**config.mk**
```make
export PLATFORM = sky130hd
export DESIGN_NAME = uart_tx_arbiter
export DESIGN_NICKNAME = d
export VERILOG_FILES = /design/src/rtl/uart_tx_arbiter.sv
export SDC_FILE = /design/constraint.sdc
export NUM_CORES = 1
export LEC_CHECK = 0
export CELL_PAD_IN_SITES_DETAIL_PLACEMENT = 2
export CELL_PAD_IN_SITES_GLOBAL_PLACEMENT = 2
export CORE_MARGIN = 10
export CORE_UTILIZATION = 37
export DETAILED_ROUTE_END_ITERATION = 10
export DONT_BUFFER_PORTS = 1
export GPL_TIMING_DRIVEN = 0
export HOLD_SLACK_MARGIN = 0.08
export PLACE_DENSITY = 0.84
export SKIP_LAST_GASP = 1
export SYNTH_ARGS = -nofsm -noshare
export SYNTH_HDL_FRONTEND = slang
export SYNTH_SLANG_ARGS = --single-unit
```
**constraint.sdc**
```tcl
create_clock -name clk -period 4.2 [get_ports clk]
set_input_delay 0.63 -clock clk [delete_from_list [all_inputs] [get_ports clk]]
set_output_delay 0.63 -clock clk [all_outputs]
set_load 0.02 [all_outputs]
```
**src/rtl/uart_tx_arbiter.sv**
```systemverilog
// uart_tx_arbiter
//   Shares one UART transmitter between N_REQ byte requesters. Arbitration is
//   round-robin at message granularity. Once a requester wins, it owns the
//   transmitter until the byte flagged "last" has finished, or until the
//   transmitter fails to go busy after a start.
//
// Handshake: a byte moves on a rising edge where i_req_valid[k] and
// o_req_ready[k] are both high. o_req_ready is combinational and at most one
// bit is set. Requesters must hold data/last stable while valid is high.
//
// Ports
//   clk            sole clock, rising edge
//   i_reset_n      asynchronous active-low reset
//   i_req_valid    per-requester byte valid            [N_REQ]
//   i_req_data     requester k byte at [k*DW +: DW]    [N_REQ*DW]
//   i_req_last     per-requester last-byte-of-message  [N_REQ]
//   o_req_ready    per-requester accept, one-hot or 0  [N_REQ]
//   o_tx_start     one-cycle start pulse to the transmitter
//   o_tx_data      byte for the transmitter, held until the next transfer
//   i_tx_busy      transmitter busy for the whole frame
//   o_grant_id     index of the current owner
//   o_locked       high in every state except IDLE
//   o_err_timeout  one-cycle pulse when busy never rose after a start
//   o_state_dbg    current FSM state encoding, for observation only
module uart_tx_arbiter #(
    parameter int N_REQ   = 4,
    parameter int DW      = 8,
    parameter int TIMEOUT = 16
) (
    input  logic                clk,
    input  logic                i_reset_n,
    input  logic [N_REQ-1:0]    i_req_valid,
    input  logic [N_REQ*DW-1:0] i_req_data,
    input  logic [N_REQ-1:0]    i_req_last,
    output logic [N_REQ-1:0]    o_req_ready,
    output logic                o_tx_start,
    output logic [DW-1:0]       o_tx_data,
    input  logic                i_tx_busy,
    output logic [2:0]          o_grant_id,
    output logic                o_locked,
    output logic                o_err_timeout,
    output logic [2:0]          o_state_dbg
);

    localparam int CW = $clog2(TIMEOUT);

    typedef enum logic [2:0] {
        S_IDLE      = 3'd0,
        S_START     = 3'd1,
        S_WAIT_BUSY = 3'd2,
        S_WAIT_DONE = 3'd3,
        S_LOCKED    = 3'd4
    } state_e;

    state_e          state_q;
    logic [2:0]      owner_q;
    logic [2:0]      last_grant_q;
    logic            last_flag_q;
    logic [CW-1:0]   cnt_q;
    logic [DW-1:0]   tx_data_q;
    logic            start_q;
    logic            err_q;
    logic            locked_q;

    logic            rr_found;
    logic [2:0]      rr_idx;
    logic [N_REQ-1:0] ready_v;
    logic [2:0]      xfer_idx;
    logic            xfer;
    logic [DW-1:0]   sel_data;
    logic            sel_last;

    // Round-robin search: walk the requesters starting just after the last
    // owner, wrapping modulo N_REQ, and take the first valid one.
    always_comb begin
        logic [3:0] cand;
        cand     = '0;
        rr_found = 1'b0;
        rr_idx   = '0;
        for (int off = 1; off <= N_REQ; off++) begin
            cand = 4'(last_grant_q) + 4'(off);
            if (cand >= 4'(N_REQ)) begin
                cand = cand - 4'(N_REQ);
            end
            for (int k = 0; k < N_REQ; k++) begin
                if (!rr_found && (cand[2:0] == 3'(k)) && i_req_valid[k]) begin
                    rr_found = 1'b1;
                    rr_idx   = 3'(k);
                end
            end
        end
    end

    // Ready goes to the round-robin winner in IDLE, and only to the owner in
    // LOCKED (whether or not the owner is currently valid).
    always_comb begin
        ready_v  = '0;
        xfer_idx = owner_q;
        if (state_q == S_IDLE) begin
            xfer_idx = rr_idx;
        end
        for (int k = 0; k < N_REQ; k++) begin
            if (state_q == S_IDLE) begin
                ready_v[k] = rr_found && (rr_idx == 3'(k));
            end else if (state_q == S_LOCKED) begin
                ready_v[k] = (owner_q == 3'(k));
            end
        end
    end

    assign xfer = |(ready_v & i_req_valid);

    always_comb begin
        sel_data = '0;
        sel_last = 1'b0;
        for (int k = 0; k < N_REQ; k++) begin
            if (xfer_idx == 3'(k)) begin
                sel_data = i_req_data[k*DW +: DW];
                sel_last = i_req_last[k];
            end
        end
    end

    always_ff @(posedge clk or negedge i_reset_n) begin
        if (!i_reset_n) begin
            state_q      <= S_IDLE;
            owner_q      <= '0;
            last_grant_q <= 3'(N_REQ - 1);
            last_flag_q  <= 1'b0;
            cnt_q        <= '0;
            tx_data_q    <= '0;
            start_q      <= 1'b0;
            err_q        <= 1'b0;
            locked_q     <= 1'b0;
        end else begin
            start_q <= 1'b0;
            err_q   <= 1'b0;
            case (state_q)
                S_IDLE, S_LOCKED: begin
                    if (xfer) begin
                        tx_data_q   <= sel_data;
                        owner_q     <= xfer_idx;
                        last_flag_q <= sel_last;
                        start_q     <= 1'b1;
                        locked_q    <= 1'b1;
                        state_q     <= S_START;
                    end
                end
                S_START: begin
                    cnt_q   <= '0;
                    state_q <= S_WAIT_BUSY;
                end
                S_WAIT_BUSY: begin
                    if (i_tx_busy) begin
                        state_q <= S_WAIT_DONE;
                    end else if (cnt_q == CW'(TIMEOUT - 2)) begin
                        // The counter would reach TIMEOUT-1 on this edge, so
                        // the error pulse lands TIMEOUT cycles after the start.
                        err_q        <= 1'b1;
                        last_grant_q <= owner_q;
                        locked_q     <= 1'b0;
                        state_q      <= S_IDLE;
                    end else begin
                        cnt_q <= cnt_q + CW'(1);
                    end
                end
                S_WAIT_DONE: begin
                    if (!i_tx_busy) begin
                        if (last_flag_q) begin
                            last_grant_q <= owner_q;
                            locked_q     <= 1'b0;
                            state_q      <= S_IDLE;
                        end else begin
                            state_q <= S_LOCKED;
                        end
                    end
                end
                default: begin
                    locked_q <= 1'b0;
                    state_q  <= S_IDLE;
                end
            endcase
        end
    end

    assign o_req_ready   = ready_v;
    assign o_tx_start    = start_q;
    assign o_tx_data     = tx_data_q;
    assign o_grant_id    = owner_q;
    assign o_locked      = locked_q;
    assign o_err_timeout = err_q;
    assign o_state_dbg   = state_q;

endmodule

```
# Word level (Yosys, flattened, before mapping)
# Cells that the tools add are included.
totals:
  ff_bits: 25
  latch_bits: 0
  ramBits: 0
  mem_bits_ro: 0
  inputBits: 43
  output_inout_bits: 21
  elab_cells: 201
  memories: 0
classes:
  addsub: 9
  n_mul: 0
  n_div: 0
  order_cmp: 4
  eq_ne: 33
  shifts: 0
  mux: 77
  n_bitwise: 2
  reduce_logical: 67
ops:
  columns: ["cell", "count"]
  rows:
  - ["$mux W3", 28]
  - ["$eq A3 B2 Y1 const B", 16]
  - ["$mux W1", 39]
  - ["$logic_and A1 B1 Y1", 35]
  - ["$mux W8", 4]
  - ["$eq A3 B1 Y1 const B", 8]
  - ["$logic_not A3 Y1", 8]
  - ["$ge A4 B3 Y1 const B", 4]
  - ["$logic_not A1 Y1", 15]
  - ["$ne A2 B2 Y1 const B", 6]
  - ["$pmux W3 S4", 1]
  - ["$sub A3 B3 Y3 const B", 4]
  - ["$add A3 B2 Y4 const B", 2]
  - ["$mux W4", 2]
  - ["$pmux W4 S2", 1]
  - ["$pmux W3 S2", 1]
  - ["$reduce_and A3 Y1", 2]
  - ["$reduce_and A6 Y1", 1]
  - ["$reduce_and A5 Y1", 1]
  - ["$add A3 B1 Y4 const B", 1]
  - ["$add A3 B3 Y4 const B", 1]
  - ["$add A4 B1 Y4 const B", 1]
  - ["$and A4 B4 Y4", 1]
  - ["$eq A4 B4 Y1 const B", 1]
  - ["8 further kinds", 9]

# Logic depth before layout (Yosys ltp)
logic_depth:
  ltp_word: 73
  ltp_mapped: 12
  depth_no_buf: 10

# Worst setup path after synthesis
# No wires, ideal clock.
synth_path:
  path_kind: "register to register"
  from: "register last_grant_q[1]"
  to: "register tx_data_q[3] (netlist: o_tx_data[3])"
  setup_time_ns: 0.125
  arrival_time_ns: 3.073
  required_ns: 4.075
  slack_ns: 1.002
  path_stages_with_launch: 13
  n_path_buf: 2
  synth_period_minus_slack_ns: 3.198
  path_cell_list: "dfstp_2 -> inv_2 -> nor2_1 -> ha_1 -> nand3b_1 -> a21boi_1 -> o221ai_4 -> o32ai_1 -> a221o_1 -> a221o_1 -> buf_6 -> buf_6 -> mux2_4"
synth_via:
  elab_chain_cells: 72
  elab_cells_between_ends: 133
  cone_classes: "8 x add/sub; 4 x order compare; 18 x eq/ne; 44 x mux; 1 x bitwise; 58 x reduce/logical"
synth_lines:
  columns: ["element", "line_no", "text"]
  rows:
  - ["from (decl)", "57", "logic [2:0] last_grant_q;"]
  - ["from (signal assigned)", "128", "last_grant_q <= 3'(N_REQ - 1);"]
  - ["from (signal assigned)", "160", "last_grant_q <= owner_q;"]
  - ["from (signal assigned)", "170", "last_grant_q <= owner_q;"]
  - ["$add A3 B1 Y4", "81", "cand = 4'(last_grant_q) + 4'(off);"]
  - ["$ge A4 B3 Y1 / $sub A3 B3 Y3 (equally long branches)", "82, 83", null]
  - ["$mux W3", "82", "if (cand >= 4'(N_REQ)) begin"]
  - ["$logic_not A3 Y1", "86", "if (!rr_found && (cand[2:0] == 3'(k)) && i_req_valid[k]) begin"]
  - ["$logic_and A1 B1 Y1", "86", null]
  - ["$mux W1", "86", null]
  - ["$logic_not A1 Y1", "86", null]
  - ["$logic_and A1 B1 Y1 (2 in a row)", "86", null]
  - ["[56 not listed]", null, null]
  - ["$mux W3", "86", null]
  - ["$eq A3 B1 Y1", "104", "ready_v[k] = rr_found && (rr_idx == 3'(k));"]
  - ["$logic_and A1 B1 Y1 (*)", "104", null]
  - ["$mux W1 (*)", "103", "if (state_q == S_IDLE) begin"]
  - ["net o_req_ready[1]", "35", "output logic [N_REQ-1:0] o_req_ready,"]
  - ["$and A4 B4 Y4 (*)", "111", "assign xfer = |(ready_v & i_req_valid);"]
  - ["$reduce_or A4 Y1 (*)", "111", null]
  - ["$reduce_and A2 Y1 (no line) (*)", null, null]
  - ["to (signal assigned)", "141", "tx_data_q <= sel_data;"]
  - ["to (decl)", "60", "logic [DW-1:0] tx_data_q;"]
# The timed path passes the listed nets; every way through them passes the cells marked *.
# A chain may end at the register's enable or synchronous reset.

# Worst setup path in the final report
layout_path:
  from: "register last_grant_q[1]"
  to: "register tx_data_q[6] (netlist: o_tx_data[6])"
# The elaborated chain is that of the path after synthesis.

==> flow_results.org <==
** Outcome
- Result of the run :: finished clean

** Timing
- Max Transition Viols Final :: 0
- Setup repair after global routing left no endpoint under its margin.
- Dividing the final minimum period by the clock period gives 90.31%.
- Worst relative slew slack :: 22.94%
- The count of endpoints failing hold in the final timing report was 0.
- Adding up every negative setup slack in the final design gives 0 ps.
- Post-route minimum period :: 3793 ps
- Derived from the worst setup path, the maximum achievable clock frequency is 263.6 MHz.
- Clock tree skew after final layout :: 0.6357 ps
- For the pin with the worst max-slew slack, the measured transition is 1147 ps.
- Setup-failing EPs final :: 0

** Cells and area
- Area of the multi-input gates :: 0.001201 mm2
- From synthesis to final layout, the design area changed by 7.280%.
- Layout cell share with drive strength beyond 1 :: 14.81%
- The sequential cells in the finished layout cover a total of 628.1 um2.
- Fin util :: 41.16%
- The number of antenna diodes in the final layout is 0.
- The layout has 585 filler cells.
- Number of nets in the layout :: 263

** Place
- Number of buffers added on ports :: 0
- The congestion estimate from routability-driven global placement came to 0.8535.
- Once detailed placement completed, the half-perimeter wirelength came to 5238 um.

** GRT
- The first global-routing pass estimated 11050 um of wire.
- Entering global routing, the biggest net connects 24 pins.
- After global routing the overflow that remains totals 0.
- Global routing consumed, over all layers together, 15.90% of the routing resources.
- Vias in the first global route :: 1977
- The number of antenna violations at the first check in global routing is 0.

** Synthesis
- Cell area after synthesis :: 0.001959 mm2
- The most common cell in the synthesized netlist is dfrtp_1.
- In this run the mean area of a mapped cell was 9.286 um2.
- For this run, the number of Yosys warnings is 0.
- Counting flops with an async set or reset pin after synthesis yields a share of 100.0%.
- Cell type contributing the most total cell area after synthesis :: dfrtp_1
- Synth top area share :: 29.37%
- The cell count after synthesis came out at 211.
- The most used flip-flop cell after synthesis is dfrtp_1.
- Post-synth EDFFs :: 0
- Sequential cell area fraction in the yosys report :: 32.06%
- Seq cells post-synth :: 25
- Post-synth net total :: 257
- Synth top area cells :: dfrtp_1 (29%), mux2i_1 (10%), mux2_4 (3.1%), mux2_2 (2.9%), nand2b_1 (2.9%)
- Yosys mapped the design onto 55 distinct sky130hd cell types.
- Most instantiated cells after synthesis :: dfrtp_1 (23), mux2i_1 (20), nor2_1 (14)

** CTS
- Total clock buffers created by CTS :: 3
- Latest clock arrival within the worst-skew pair :: 270 ps
- CTS built an H-tree with a depth of 1.
- Post-CTS clock slew at the launch and capture registers of the worst setup and hold paths :: 90 ps
- Counting along the longest clock path gives a buffer depth of 2.
- Number of clock sinks :: 25
- In this run, post-CTS repair resized a total of 0 instances.
- TritonCTS built the clock tree.
- Clock tree root buffer cell :: clkbuf_8

** Job
- Max-cap violations in this run came to 0.

** Floorplanning
- Std cell rows :: 26
- Die Outline Area :: 0.008606 mm2
- The floorplan step set the die height to 92.77 um.
- Pin placement for this block handled 64 I/O pins.
- Floorplan core area :: 0.005107 mm2
- Measured along the x axis, the die boundary spans 92.77 um.
- The initial utilization of the core area, before any placement, comes to 38.36%.

** Setup path
- The largest single stage delay on the critical path is 820 ps.
- Worst path arrival time :: 3960 ps
- The signal on the critical path passes through inv_2, nor2_1, ha_1, nand3b_1, a21boi_1, o221ai_4, o32ai_1, a221o_1, a221o_1, buf_6, buf_6, mux2_4.
- Kind of end point of the critical path :: flip-flop
- STA classifies the critical path startpoint as a flip-flop.
- Required @ worst endpoint :: 4360 ps
- The slowest stage of the critical path belongs to the cell o32ai_1.
- Critical Path Fanout Max :: 10
- Crit path kind :: flip-flop to flip-flop

** Route
- For this run, the detailed router's first-pass iteration total came to 4.
- Antenna violation net count after detailed routing :: 0
- Number of DRC markers in iteration 0 :: 61
- Residual DRC count :: 0
- Via count :: 1743
- After detailed routing, the total wire length is 6959 um.
- Average routed wire per standard cell :: 24.33 um
- After detailed routing, the number of vias per cell comes to 6.094.

** Power
- The worst-case IR drop observed on VDD is 398.6 uV.
- Leakage dissipation :: 0.0008458 uW
- Dividing total power by cell area gives a power density of 848.7 mW/mm2.

** Hold path
- In this run the worst hold path is classified as input port to asynchronous set/reset pin.
==> final timing paths <==
check / startpoint / to / slack, ps / depth (start not counted)
min: i_reset_n / last_grant_q[1] / 190 / 0
max reg2reg: last_grant_q[1] / o_tx_data[6] / 410 / 12
min reg2reg: last_flag_q / last_flag_q / 520 / 1
min in group clk: i_tx_busy / o_state_dbg[0] / 510 / 2
max in group asynchronous: i_reset_n / cnt_q[0] / 2560 / 1
max: last_grant_q[1] / o_tx_data[6] / 410 / 12
==> layout by cell type (no fill, tap or decap), types with 4 or more instances in the layout <==
cell	count
buf_2	5
inv_1	8
nand2_1	11
o32ai_1	4
nand2b_1	9
o22ai_1	9
nor2_1	14
and3_1	4
mux2_4	4
o21ai_0	8
a21oi_1	10
mux2_2	5
clkbuf_1	7
buf_6	4
dfrtp_1	23
mux2i_1	20
==> metal layers <==
metal  up-vias  GRT usage [%]  wire length, um
met3        11          4.036              378
li1        803              -                -
met1       886          17.95             2797
met4         0          5.527              144
met2        43          28.21             3639
met5         -              0                0
==> critical path, delay by kind of cell, from the launching register on <==
kind                       cells  cell delay (ps)
and+or+nand+nor                2              320
adders and majority gates      1              260
buffers and inverters          3              450
AOI/OAI and AO/OA              5             1710
muxes                          1              310
DFF                            1              620
==> stage by stage <==
| stage | cell area [um2] | cells | setup slack (ps) | hold slack, ps | total power (uW) |
|---|---|---|---|---|---|
| final | 2102 | 286 | 407.0 | 187.8 | 1784 |
| after detailed placement | 2047 | 281 | 492.7 | 335.2 | 1625 |
| after CTS | 2102 | 286 | 424.7 | 183.3 | 1790 |
| after floorplan | 1959 | 211 | 1002 | 334.4 | 1360 |
| after global placement | 2047 | 281 | 507.7 | 335.1 | 1571 |
| after global routing | 2102 | 286 | 228.2 | 174.6 | 1917 |
==> registers in the layout, summed over array words and instances (netlist names) <==
| register | cells |
|---|---|
| cnt_q | 4 |
| last_flag_q | 1 |
| last_grant_q | 3 |
| o_err_timeout | 1 |
| o_grant_id | 3 |
| o_locked | 1 |
| o_state_dbg | 3 |
| o_tx_data | 8 |
| o_tx_start | 1 |
==> cell type report <==
class                   instances  share of cell area [%]
well taps                      70                   4.167
multi-input cells             161                   57.14
clock buffers                   4                   2.143
flip-flops and latches         25                   29.88
plain buffers                  16                   4.583
repair buffers                  1                  0.4762
inverters                       9                   1.607
==> what timing repair did <==
action / in CTS / in global routing
buffers inserted: 0 / 0
endpoints found under the hold margin: 23 / 0
hold buffers: 1 / 0
==> where the power goes <==
part	total, uW	leakage (uW)	internal (uW)	switching (uW)
combinational	1110	0.000513	486	628
sequential	524	0.000310	346	177
clock	146	0.0000228	68.0	78.1
==> kinds of logic after synthesis <==
logic type,Yosys count,synth area share (%)
flops,25,32.06
fa+ha+maj,3,1.916
buf+inv,25,6.640
simple gates,64,18.13
xor+xnor,2,0.8942
mux,29,16.16
compound gates,63,24.20
Power figures use the tool's default switching activity.
